<file path="src/rtl/if_fetch_unit.sv">
// Instruction-fetch stage: owns the PC, issues word reads to instruction
// memory over a req/ack handshake, and hands {instruction, pc, pc+4} to the
// IF/ID register. Handles hazard stall (hold buffer) and ID-stage redirect
// (drain of a stale outstanding read).
//
// state    | meaning
// ---------+----------------------------------------------------------------
// FETCH    | request at r_pc; on ack present or buffer the word
// HOLD     | word captured during a stall; no request until stall drops
// DRAIN    | stale request still outstanding after a redirect; drop its data
module if_fetch_unit #(
  parameter logic [31:0] RESET_PC = 32'h0000_0000
) (
  input  logic        clk,
  input  logic        reset,
  input  logic        stall,
  input  logic        redirect_valid,
  input  logic [31:0] redirect_target,
  output logic        imem_req,
  output logic [31:0] imem_addr,
  input  logic        imem_ack,
  input  logic [31:0] imem_rdata,
  output logic [31:0] instruction_out,
  output logic [31:0] pc_out,
  output logic [31:0] pc_plus4_out,
  output logic        fetch_valid
);

  localparam logic [1:0] ST_FETCH = 2'd0;
  localparam logic [1:0] ST_HOLD  = 2'd1;
  localparam logic [1:0] ST_DRAIN = 2'd2;

  logic [1:0]  r_state;
  logic [31:0] r_pc;
  logic [31:0] r_buf_instr;
  logic [31:0] r_buf_pc;
  logic [31:0] r_drain_addr;
  logic [31:0] r_instr;
  logic [31:0] r_pc_out;
  logic [31:0] r_pc4_out;
  logic        r_valid;
  // Goes high on the first edge after reset release; keeps the request low
  // for that first cycle so memory sees a clean start.
  logic        r_started;

  logic        w_ack;
  logic [31:0] w_redirect_pc;
  logic [31:0] w_pc_plus4;
  logic [31:0] w_buf_pc_plus4;

  assign w_ack          = imem_ack & r_started;
  assign w_redirect_pc  = redirect_target & 32'hFFFF_FFFC;
  assign w_pc_plus4     = r_pc + 32'd4;
  assign w_buf_pc_plus4 = r_buf_pc + 32'd4;

  assign instruction_out = r_instr;
  assign pc_out          = r_pc_out;
  assign pc_plus4_out    = r_pc4_out;
  assign fetch_valid     = r_valid;

  // Memory request: active in FETCH and DRAIN; DRAIN keeps the stale address.
  always_comb begin
    imem_req  = 1'b0;
    imem_addr = r_pc;
    if (r_started) begin
      case (r_state)
        ST_FETCH: imem_req = 1'b1;
        ST_DRAIN: begin
          imem_req  = 1'b1;
          imem_addr = r_drain_addr;
        end
        default:  imem_req = 1'b0;
      endcase
    end
  end

  // PC, FSM, hold buffer and IF/ID outputs; redirect outranks stall and ack.
  always_ff @(posedge clk or posedge reset) begin
    if (reset) begin
      r_state      <= ST_FETCH;
      r_pc         <= RESET_PC;
      r_buf_instr  <= 32'd0;
      r_buf_pc     <= 32'd0;
      r_drain_addr <= 32'd0;
      r_instr      <= 32'd0;
      r_pc_out     <= 32'd0;
      r_pc4_out    <= 32'd0;
      r_valid      <= 1'b0;
      r_started    <= 1'b0;
    end else begin
      r_started <= 1'b1;
      if (redirect_valid) begin
        r_pc    <= w_redirect_pc;
        r_valid <= 1'b0;
        case (r_state)
          ST_FETCH: begin
            // A request that has not completed must be drained before the
            // new address can go out; an acked one is simply dropped.
            if (!w_ack && r_started) begin
              r_drain_addr <= r_pc;
              r_state      <= ST_DRAIN;
            end
          end
          ST_HOLD:  r_state <= ST_FETCH;
          ST_DRAIN: r_state <= ST_DRAIN;
          default:  r_state <= ST_FETCH;
        endcase
      end else begin
        case (r_state)
          ST_FETCH: begin
            if (w_ack) begin
              if (!stall) begin
                r_instr   <= imem_rdata;
                r_pc_out  <= r_pc;
                r_pc4_out <= w_pc_plus4;
                r_valid   <= 1'b1;
                r_pc      <= w_pc_plus4;
              end else begin
                r_buf_instr <= imem_rdata;
                r_buf_pc    <= r_pc;
                r_state     <= ST_HOLD;
              end
            end else if (!stall) begin
              r_valid <= 1'b0;
            end
          end
          ST_HOLD: begin
            if (!stall) begin
              r_instr   <= r_buf_instr;
              r_pc_out  <= r_buf_pc;
              r_pc4_out <= w_buf_pc_plus4;
              r_valid   <= 1'b1;
              r_pc      <= w_buf_pc_plus4;
              r_state   <= ST_FETCH;
            end
          end
          ST_DRAIN: begin
            if (w_ack) begin
              r_state <= ST_FETCH;
            end
          end
          default: r_state <= ST_FETCH;
        endcase
      end
    end
  end

endmodule

</file>
<file path="config.mk">
export PLATFORM = sky130hd
export DESIGN_NAME = if_fetch_unit
export DESIGN_NICKNAME = d
export VERILOG_FILES = /design/src/rtl/if_fetch_unit.sv
export SDC_FILE = /design/constraint.sdc
export NUM_CORES = 1
export LEC_CHECK = 0
export CAP_MARGIN = 10
export CORE_MARGIN = 3
export CORE_UTILIZATION = 47
export CTS_BUF_LIST = sky130_fd_sc_hd__clkbuf_16
export DETAILED_ROUTE_END_ITERATION = 10
export PLACE_DENSITY = 0.74
export SYNTH_ARGS = -nofsm -noshare
export SYNTH_HDL_FRONTEND = slang
export SYNTH_SLANG_ARGS = --single-unit
export TNS_END_PERCENT = 1
</file>
<file path="constraint.sdc">
create_clock -name clk -period 6.6 [get_ports clk]
set_input_delay 0.66 -clock clk [delete_from_list [all_inputs] [get_ports clk]]
set_output_delay 0.66 -clock clk [all_outputs]
set_load 0.05 [all_outputs]
</file>
Yosys cells after proc, flatten, opt, wreduce, memory -nomap -nowiden
Index checks and enable logic that the tools add are counted.
{ "word_totals": {"reg_bits": 228, "wordCells": 68} }
{ "op_classes": {"n_reduce_logical": 12, "bitwise": 2, "muxes": 30, "n_eq_ne": 12, "add_sub_neg": 2} }
{ "ops": {"columns": ["op", "count"], "rows": [
  ["$mux W32", 12],
  ["$pmux W32 S2", 3],
  ["$add A32 B3 Y32 const B", 2],
  ["$ne A3 B3 Y1 const B", 6],
  ["$mux W2", 6],
  ["$reduce_and A5 Y1", 2],
  ["$reduce_and A4 Y1", 2],
  ["$mux W1", 6],
  ["$ne A2 B2 Y1 const B", 3],
  ["$pmux W2 S3", 1],
  ["$ne A4 B4 Y1 const B", 1],
  ["$pmux W2 S2", 1],
  ["$reduce_and A3 Y1", 1],
  ["$reduce_bool A3 Y1", 1],
  ["$eq A2 B1 Y1 const B", 1],
  ["$eq A2 B2 Y1 const B", 1],
  ["$logic_not A2 Y1", 1],
  ["$pmux W1 S2", 1],
  ["$reduce_and A2 Y1", 1],
  ["$reduce_bool A2 Y1", 1],
  ["$reduce_or A2 Y1", 1],
  ["$and A1 B1 Y1", 1],
  ["$logic_and A1 B1 Y1", 1],
  ["$logic_not A1 Y1", 1],
  ["$not A1 Y1", 1]
]} }

Depth between registers and ports, before layout
Gate-level depths: netlist of the first run.
{ "depth": {"word_depth": 6, "ltp_mapped": 11} }

Worst setup path after synthesis of the first run
No wires, ideal clock.
{ "synth_timing": {"kind": "reg-to-output", "startpoint": "register r_state[0]", "endpoint": "output port imem_addr[10]", "slack_ns": 3.779, "required_ns": 5.940, "arrival_time_ns": 2.161, "path_stages_with_launch": 5, "cell_sequence": "dfrtp_1 > nor2b_1 > nand2_1 > buf_1 > mux2_2"} }
{ "synth_between": {"elab_chain_len": 3} }
{ "synth_lines": {"columns": ["element", "line_no", "text"], "rows": [
  ["from (decl)", "33", "logic [1:0] r_state;"],
  ["from (signal assigned)", "80", "r_state <= ST_FETCH;"],
  ["from (signal assigned)", "101", "r_state <= ST_DRAIN;"],
  ["from (signal assigned)", "104", "ST_HOLD: r_state <= ST_FETCH;"],
  ["$eq A2 B2 Y1", "66", "case (r_state)"],
  ["$mux W32", "66", null],
  ["$mux W32", "65", "if (r_started) begin"],
  ["to (decl)", "20", "output logic [31:0] imem_addr,"]
]} }
Every way passes these cells.

Worst setup path after layout of the first run
{ "layout_timing": {"startpoint": "register r_state[0]", "endpoint": "output port imem_addr[5]"} }
Same word-level chain as after synthesis.

==> flow_results.xml, run 1 <==
<?xml version="1.0" encoding="UTF-8"?>
<metrics>
  <group name="logic_synthesis">
    <metric name="asyncSetResetFlopFracSynth" unit="%">100</metric>
    <metric name="postSynthNetCount" unit="">1042</metric>
    <metric name="synthesized_cell_area" unit="sq um">10400</metric>
    <metric name="yosysWarningCount" unit="">0</metric>
    <metric name="synth-seq-area-share" unit="%">54.4</metric>
    <metric name="syn_avg_cell_area" unit="sq um">10.7</metric>
    <metric name="ys_seq_elements" unit="">226</metric>
    <metric name="synth_cell_types" unit="">49</metric>
    <metric name="number_of_enable_flip_flop_cells_after_synthesis" unit="">0</metric>
    <metric name="synth_flop_cell" unit="">dfrtp_1</metric>
    <metric name="netlist_instances" unit="">973</metric>
  </group>
  <group name="clock_tree">
    <metric name="clock_slew_seen_by_the_registers_of_the_worst_setup_and_hold_paths" unit="ns">0.06</metric>
    <metric name="tritoncts" unit="">built</metric>
    <metric name="clock-root-buffer" unit="">clkbuf_16</metric>
    <metric name="clock_path_buffers" unit="">3</metric>
    <metric name="post-cts-setup-buffer-count" unit="">0</metric>
    <metric name="postCtsResizedCells" unit="">0</metric>
    <metric name="clk-insertion-delay-late" unit="ns">0.51</metric>
    <metric name="post_cts_hold_buffer_count" unit="">0</metric>
    <metric name="cts_buffers" unit="">24</metric>
    <metric name="clock_sink_count" unit="">226</metric>
    <metric name="cts_htree_levels" unit="">1</metric>
  </group>
  <group name="worst_setup_path">
    <metric name="crit_fanout" unit="">32</metric>
    <metric name="worst-setup-path-type" unit="">register to primary output</metric>
    <metric name="cp-end-kind" unit="">primary output</metric>
    <metric name="cp_slowest_stage_delay" unit="ns">0.85</metric>
    <metric name="path_buf_inv" unit="">1</metric>
    <metric name="timing.reg2reg.worst_path_depth" unit="">7</metric>
    <metric name="critical_path_arrival" unit="ns">3.11</metric>
    <metric name="cpLargestDelayFamily" unit="">simple AND/OR/NAND/NOR gates</metric>
    <metric name="reg2reg_slack" unit="ns">3.01</metric>
    <metric name="slowest_stage" unit="">clkdlybuf4s50_1</metric>
    <metric name="start_kind" unit="">register</metric>
    <metric name="worstPathCellList" unit="">nor2b_1 -&gt; nand2_2 -&gt; mux2_2 -&gt; clkdlybuf4s50_1</metric>
    <metric name="worst_r2r_startpoint" unit="">r_state[1]</metric>
    <metric name="critPathRequiredTime" unit="ns">5.94</metric>
    <metric name="rr_endpoint" unit="">pc_plus4_out[31]</metric>
  </group>
  <group name="timing">
    <metric name="setup_tns_after_final_layout" unit="ns">0</metric>
    <metric name="relSlewSlack" unit="%">30.1</metric>
    <metric name="setup_ws" unit="ns">2.83</metric>
    <metric name="maxSlewViolCount" unit="">0</metric>
    <metric name="final.min_clock_period" unit="ns">3.77</metric>
    <metric name="grt_setup_unrepaired" unit="">false</metric>
    <metric name="timing_worst_slew_pin_value" unit="ns">1.05</metric>
    <metric name="layout_worst_path_cycle_share" unit="%">57.1</metric>
    <metric name="hold_viol_final" unit="">0</metric>
    <metric name="final.setup_skew" unit="ns">0.00789</metric>
    <metric name="number_of_setup_violations_in_the_final_report" unit="">0</metric>
    <metric name="fmaxAchievable" unit="MHz">265</metric>
    <metric name="fin_worst_hold_slack" unit="ns">0.475</metric>
  </group>
  <group name="grt">
    <metric name="groute.usage.overall" unit="%">22.1</metric>
    <metric name="grt_pass1_vias" unit="">7991</metric>
    <metric name="grt_start_max_net_pins" unit="">122</metric>
    <metric name="grt_pass1_wl" unit="mm">43.1</metric>
    <metric name="grt_antenna_before_repair" unit="">1</metric>
    <metric name="grt-ovfl-total" unit="">0</metric>
  </group>
  <group name="layout">
    <metric name="design.final.nets" unit="">1207</metric>
    <metric name="layout.cells.non_filler" unit="">1429</metric>
    <metric name="multi_input_area" unit="sq um">4450</metric>
    <metric name="num-fill-cells" unit="">1759</metric>
    <metric name="final_common_cell" unit="">dfrtp_1</metric>
    <metric name="layout-drive-gt1-share" unit="%">15.9</metric>
    <metric name="areaGrowthSynthToFinish" unit="%">27.2</metric>
    <metric name="postLayoutCellArea" unit="sq um">13200</metric>
    <metric name="final_util" unit="%">61.9</metric>
    <metric name="layout_common_cells" unit="">dfrtp_1, nand2_1, clkdlybuf4s50_1</metric>
    <metric name="final-seq-area" unit="sq um">5660</metric>
  </group>
  <group name="min_path">
    <metric name="min_delay_path_depth" unit="">2</metric>
    <metric name="hold_end" unit="">r_drain_addr[15]</metric>
    <metric name="hold_path_startpoint" unit="">r_drain_addr[15]</metric>
    <metric name="worst_hold_path_type" unit="">register to register</metric>
  </group>
  <group name="detailed_routing">
    <metric name="routed_via_density" unit="">5.38</metric>
    <metric name="drt_first_pass_iters" unit="">4</metric>
    <metric name="detail_route.wirelength" unit="mm">26.5</metric>
    <metric name="post_drt_wl_per_cell" unit="um">18.5</metric>
    <metric name="detailroute.via_count" unit="">7690</metric>
    <metric name="drc_errors" unit="">0</metric>
    <metric name="detailedRoute.firstIterationViolations" unit="">398</metric>
    <metric name="drt.antenna.violating_nets" unit="">0</metric>
  </group>
  <group name="floorplanning">
    <metric name="floorplan.core_area" unit="sq um">21400</metric>
    <metric name="ioPinCount" unit="">199</metric>
    <metric name="initial_core_util" unit="%">48.7</metric>
    <metric name="fp.dieW" unit="um">155</metric>
    <metric name="rows" unit="">53</metric>
    <metric name="die_area" unit="sq um">23900</metric>
    <metric name="die_height" unit="um">155</metric>
  </group>
  <group name="pwr">
    <metric name="p_per_area" unit="nW/um^2">411</metric>
    <metric name="static_leak" unit="nW">5.75</metric>
    <metric name="power.total" unit="mW">5.43</metric>
    <metric name="vdd_drop_max" unit="V">0.000223</metric>
  </group>
  <group name="place">
    <metric name="hpwl" unit="mm">16.9</metric>
    <metric name="place_worst_setup_slack" unit="ns">3.04</metric>
    <metric name="post_dp_cell_area" unit="sq um">12500</metric>
    <metric name="port_buffers" unit="">196</metric>
    <metric name="place.gp.congestion" unit="">0.838</metric>
    <metric name="numPlacedInstances" unit="">1387</metric>
  </group>
  <group name="flow_run">
    <metric name="cap_violations" unit="">0</metric>
  </group>
  <group name="outcome">
    <metric name="result_of_the_run" unit="">complete, no violations</metric>
  </group>
</metrics>
-- cell families (layout without fill, tap and decap cells) --
family | count (synthesis) | after routing | synth area share, %
other | 1 | 2 | 0.0361
XOR/XNOR | 21 | 21 | 1.77
AO/OA/AOI/OAI | 158 | 158 | 9.03
AND/OR/NAND/NOR | 334 | 334 | 14.3
buffers and inverters | 74 | 254 | 3.07
multiplexers | 159 | 159 | 17.4
flip-flops | 226 | 226 | 54.4
-- sequential cells by signal (all words and copies together) (netlist names), 2 cells and up --
signal and count:
pc_out 32, r_state 2, r_buf_pc 32, instruction_out 32, r_pc 32, r_drain_addr 32, pc_plus4_out 30, r_buf_instr 32
-- report_power, final --
part	leakage [nW]	internal [mW]	switching, mW
Sequential	2.83	1.82	0.280
Clock	0.356	0.673	0.524
Combinational	2.57	0.790	1.35
Total	5.75	3.28	2.15
-- routing by layer --
| layer | vias to the layer above | wire length [um] | share of wire [%] | track usage (%) |
|---|---|---|---|---|
| met5 | - | 0 | 0 | 0 |
| met4 | 0 | 750 | 2.8 | 6.69 |
| met3 | 46 | 1410 | 5.3 | 3.53 |
| met2 | 183 | 12800 | 48 | 36.2 |
| met1 | 3768 | 11500 | 43 | 30.5 |
| li1 | 3693 | - | - | - |
-- cell usage after synthesis (all sizes together) (4+ instances only) --
cell    number  area, sq um
dfrtp      226         5660
a211o        4         35.0
mux2       126         1420
or3          5         31.3
a31oi       38          238
nor2        56          210
inv          6         22.5
nand3       12         60.1
and3        11         68.8
nor3b        8         60.1
mux2i       33          384
nor3         6         35.0
nor2b        6         37.5
clkbuf      45          170
a21oi       28          140
o311ai       4         35.0
buf         23          126
xor2         9         78.8
xnor2       12          105
nand2b       4         32.5
o221ai       5         43.8
o21ai       64          320
nand2      214          803
-- tightest hold or removal path: cells and delay by family, from the launching register on --
kind	cells	cell delay (ns)
flops	1	0.34
compound gates	1	0.05
simple gates	1	0.04
-- layout make-up --
class | instances | share of cell area [%]
Multi-Input combinational cell | 673 | 33.7
Clock buffer | 25 | 4.73
Tap cell | 275 | 2.60
Clock inverter | 16 | 0.454
Timing Repair Buffer | 207 | 15.5
Sequential cell | 226 | 42.8
Antenna cell | 1 | 0.0189
Inverter | 6 | 0.199
-- worst max-delay path by stage --
stage / startpoint / endpoint / slack, ns / cells after the start
finish: r_state[0] / imem_addr[5] / 2.83 / 4
global route: r_state[0] / imem_addr[5] / 2.66 / 4
CTS: r_state[0] / imem_addr[4] / 2.77 / 4
detailed placement: r_state[1] / r_pc[31] / 3.04 / 7
global placement: r_state[1] / pc_plus4_out[31] / 3.09 / 7
floorplan: reset / fetch_valid / 2.99 / 1
Note: power is estimated with default switching activity, not from simulation.
==> run 2: changes to the inputs <==
Settings changed: CORE_UTILIZATION 47 to 50, PLACE_DENSITY 0.74 to 0.75.
Clock period 6.6 ns to 3.8 ns, I/O delays scaled along.
==> run 2 against run 1 <==
  * Combinational power increased by 75%
  * Highest routed layer unchanged
  * Register-to-register slack worse by 2.3 ns
  * Cell count is 0.84% higher
  * Critical path type unchanged
  * Sequential cell count unchanged
  * Global-route usage increased by 1.4 points
  * Non-clock buffer count is 12 higher
  * Core utilization up 4.5 points
  * Critical path depth is 1 higher
  * Largest power group unchanged
==> flow_results.xml, run 2 (synthesis results as in run 1) <==
<?xml version="1.0" encoding="UTF-8"?>
<metrics>
  <group name="layout">
    <metric name="layout_common_cells" unit="">dfrtp_1, nand2_1, clkdlybuf4s50_1</metric>
    <metric name="postLayoutCellArea" unit="sq um">13500</metric>
    <metric name="areaGrowthSynthToFinish" unit="%">29.7</metric>
    <metric name="layout-drive-gt1-share" unit="%">17.4</metric>
    <metric name="num-fill-cells" unit="">1581</metric>
    <metric name="design.final.nets" unit="">1219</metric>
    <metric name="final_common_cell" unit="">dfrtp_1</metric>
    <metric name="final_util" unit="%">66.4</metric>
  </group>
  <group name="grt">
    <metric name="grt_start_max_net_pins" unit="">81</metric>
    <metric name="grt_pass1_wl" unit="mm">42.6</metric>
    <metric name="grt-ovfl-total" unit="">0</metric>
    <metric name="grt_antenna_before_repair" unit="">3</metric>
    <metric name="grt_pass1_vias" unit="">7965</metric>
    <metric name="groute.usage.overall" unit="%">23.5</metric>
  </group>
  <group name="timing">
    <metric name="final.setup_skew" unit="ns">0.0189</metric>
    <metric name="fmaxAchievable" unit="MHz">285</metric>
    <metric name="hold_viol_final" unit="">0</metric>
    <metric name="timing_worst_slew_pin_value" unit="ns">1.03</metric>
    <metric name="grt_setup_unrepaired" unit="">false</metric>
    <metric name="final.min_clock_period" unit="ns">3.51</metric>
    <metric name="relSlewSlack" unit="%">31.2</metric>
    <metric name="layout_worst_path_cycle_share" unit="%">92.5</metric>
    <metric name="setup_tns_after_final_layout" unit="ns">0</metric>
    <metric name="maxSlewViolCount" unit="">0</metric>
    <metric name="number_of_setup_violations_in_the_final_report" unit="">0</metric>
  </group>
  <group name="clock_tree">
    <metric name="clock-root-buffer" unit="">clkbuf_16</metric>
    <metric name="clk-insertion-delay-late" unit="ns">0.52</metric>
    <metric name="cts_buffers" unit="">24</metric>
    <metric name="cts_htree_levels" unit="">1</metric>
    <metric name="post_cts_hold_buffer_count" unit="">0</metric>
    <metric name="postCtsResizedCells" unit="">0</metric>
    <metric name="clock_path_buffers" unit="">3</metric>
    <metric name="clock_sink_count" unit="">226</metric>
    <metric name="clock_slew_seen_by_the_registers_of_the_worst_setup_and_hold_paths" unit="ns">0.06</metric>
    <metric name="tritoncts" unit="">built</metric>
    <metric name="post-cts-setup-buffer-count" unit="">0</metric>
  </group>
  <group name="floorplanning">
    <metric name="fp.dieW" unit="um">150</metric>
    <metric name="die_area" unit="sq um">22600</metric>
    <metric name="rows" unit="">52</metric>
    <metric name="initial_core_util" unit="%">51.2</metric>
    <metric name="ioPinCount" unit="">199</metric>
    <metric name="floorplan.core_area" unit="sq um">20300</metric>
    <metric name="die_height" unit="um">150</metric>
  </group>
  <group name="worst_setup_path">
    <metric name="crit_fanout" unit="">22</metric>
    <metric name="timing.reg2reg.worst_path_depth" unit="">7</metric>
    <metric name="start_kind" unit="">register</metric>
    <metric name="cp_slowest_stage_delay" unit="ns">0.80</metric>
    <metric name="critical_path_arrival" unit="ns">3.13</metric>
    <metric name="worstPathCellList" unit="">nor2b_1 -&gt; nand2_2 -&gt; buf_4 -&gt; mux2_2 -&gt; clkdlybuf4s50_1</metric>
    <metric name="worst-setup-path-type" unit="">register to primary output</metric>
    <metric name="worst-path-stages" unit="">5</metric>
    <metric name="slowest_stage" unit="">clkdlybuf4s50_1</metric>
    <metric name="critPathRequiredTime" unit="ns">3.42</metric>
    <metric name="path_buf_inv" unit="">2</metric>
    <metric name="cpLargestDelayFamily" unit="">buffers and inverters</metric>
    <metric name="cp-end-kind" unit="">primary output</metric>
  </group>
  <group name="detailed_routing">
    <metric name="detailedRoute.firstIterationViolations" unit="">323</metric>
    <metric name="post_drt_wl_per_cell" unit="um">18.5</metric>
    <metric name="drc_errors" unit="">0</metric>
    <metric name="drt.antenna.violating_nets" unit="">0</metric>
    <metric name="detail_route.wirelength" unit="mm">26.7</metric>
    <metric name="detailroute.via_count" unit="">7917</metric>
    <metric name="drt_first_pass_iters" unit="">6</metric>
    <metric name="routed_via_density" unit="">5.49</metric>
  </group>
  <group name="place">
    <metric name="hpwl" unit="mm">17.6</metric>
    <metric name="place.gp.congestion" unit="">0.811</metric>
    <metric name="port_buffers" unit="">196</metric>
    <metric name="post_dp_cell_area" unit="sq um">12700</metric>
  </group>
  <group name="pwr">
    <metric name="vdd_drop_max" unit="V">0.000430</metric>
    <metric name="p_per_area" unit="nW/um^2">719</metric>
    <metric name="power.total" unit="mW">9.70</metric>
    <metric name="static_leak" unit="nW">5.87</metric>
  </group>
  <group name="flow_run">
    <metric name="cap_violations" unit="">0</metric>
  </group>
  <group name="min_path">
    <metric name="worst_hold_path_type" unit="">input pin to register</metric>
    <metric name="min_delay_path_depth" unit="">2</metric>
  </group>
  <group name="outcome">
    <metric name="result_of_the_run" unit="">complete, no violations</metric>
  </group>
</metrics>
run 2: per-layer routing:
metal | share of wire (%) | vias up | track usage (%)
met5 | 0 | - | 0
met4 | 3.3 | 0 | 8.10
met3 | 5.4 | 56 | 3.88
met2 | 48 | 229 | 37.2
met1 | 44 | 3914 | 33.3
li1 | - | 3718 | -
run 2: layout make-up:
class / instances / area [sq um] / share of cell area, %
Multi-Input combinational cell: 673 / 4450 / 33.0
Antenna cell: 3 / 7.51 / 0.0557
Clock inverter: 20 / 173 / 1.28
Tap cell: 270 / 338 / 2.51
Sequential cell: 226 / 5660 / 41.9
Timing Repair Buffer: 219 / 2230 / 16.5
Inverter: 6 / 26.3 / 0.195
Clock buffer: 24 / 601 / 4.45
run 2: report_power, final:
| group | switching (mW) | total [mW] | leakage (nW) | internal, mW |
|---|---|---|---|---|
| logic | 2.35 | 3.74 | 2.65 | 1.39 |
| registers | 0.492 | 3.65 | 2.83 | 3.15 |
| clock network | 0.963 | 2.31 | 0.389 | 1.35 |
run 2: worst paths after layout:
kind                                     start               to  slack [ns]
min in group asynchronous                reset  pc_plus4_out[2]        0.44
worst min-delay path            redirect_valid          r_pc[0]        0.34
worst max-delay path                r_state[0]    imem_addr[30]        0.29
worst max register to register      r_state[1]         r_pc[21]        0.68
max in group asynchronous                reset        pc_out[8]        2.54
worst min register to register      pc_out[14]       pc_out[14]        0.48
run 2: per-stage QoR:
step,hold WS [ns],setup slack (ns),instances
after detailed placement,0.469,0.707,1394
after floorplan,0.446,0.468,973
after global routing,0.362,0.109,1441
final,0.340,0.286,1441
after global placement,0.460,0.791,1394
after CTS,0.329,0.244,1438
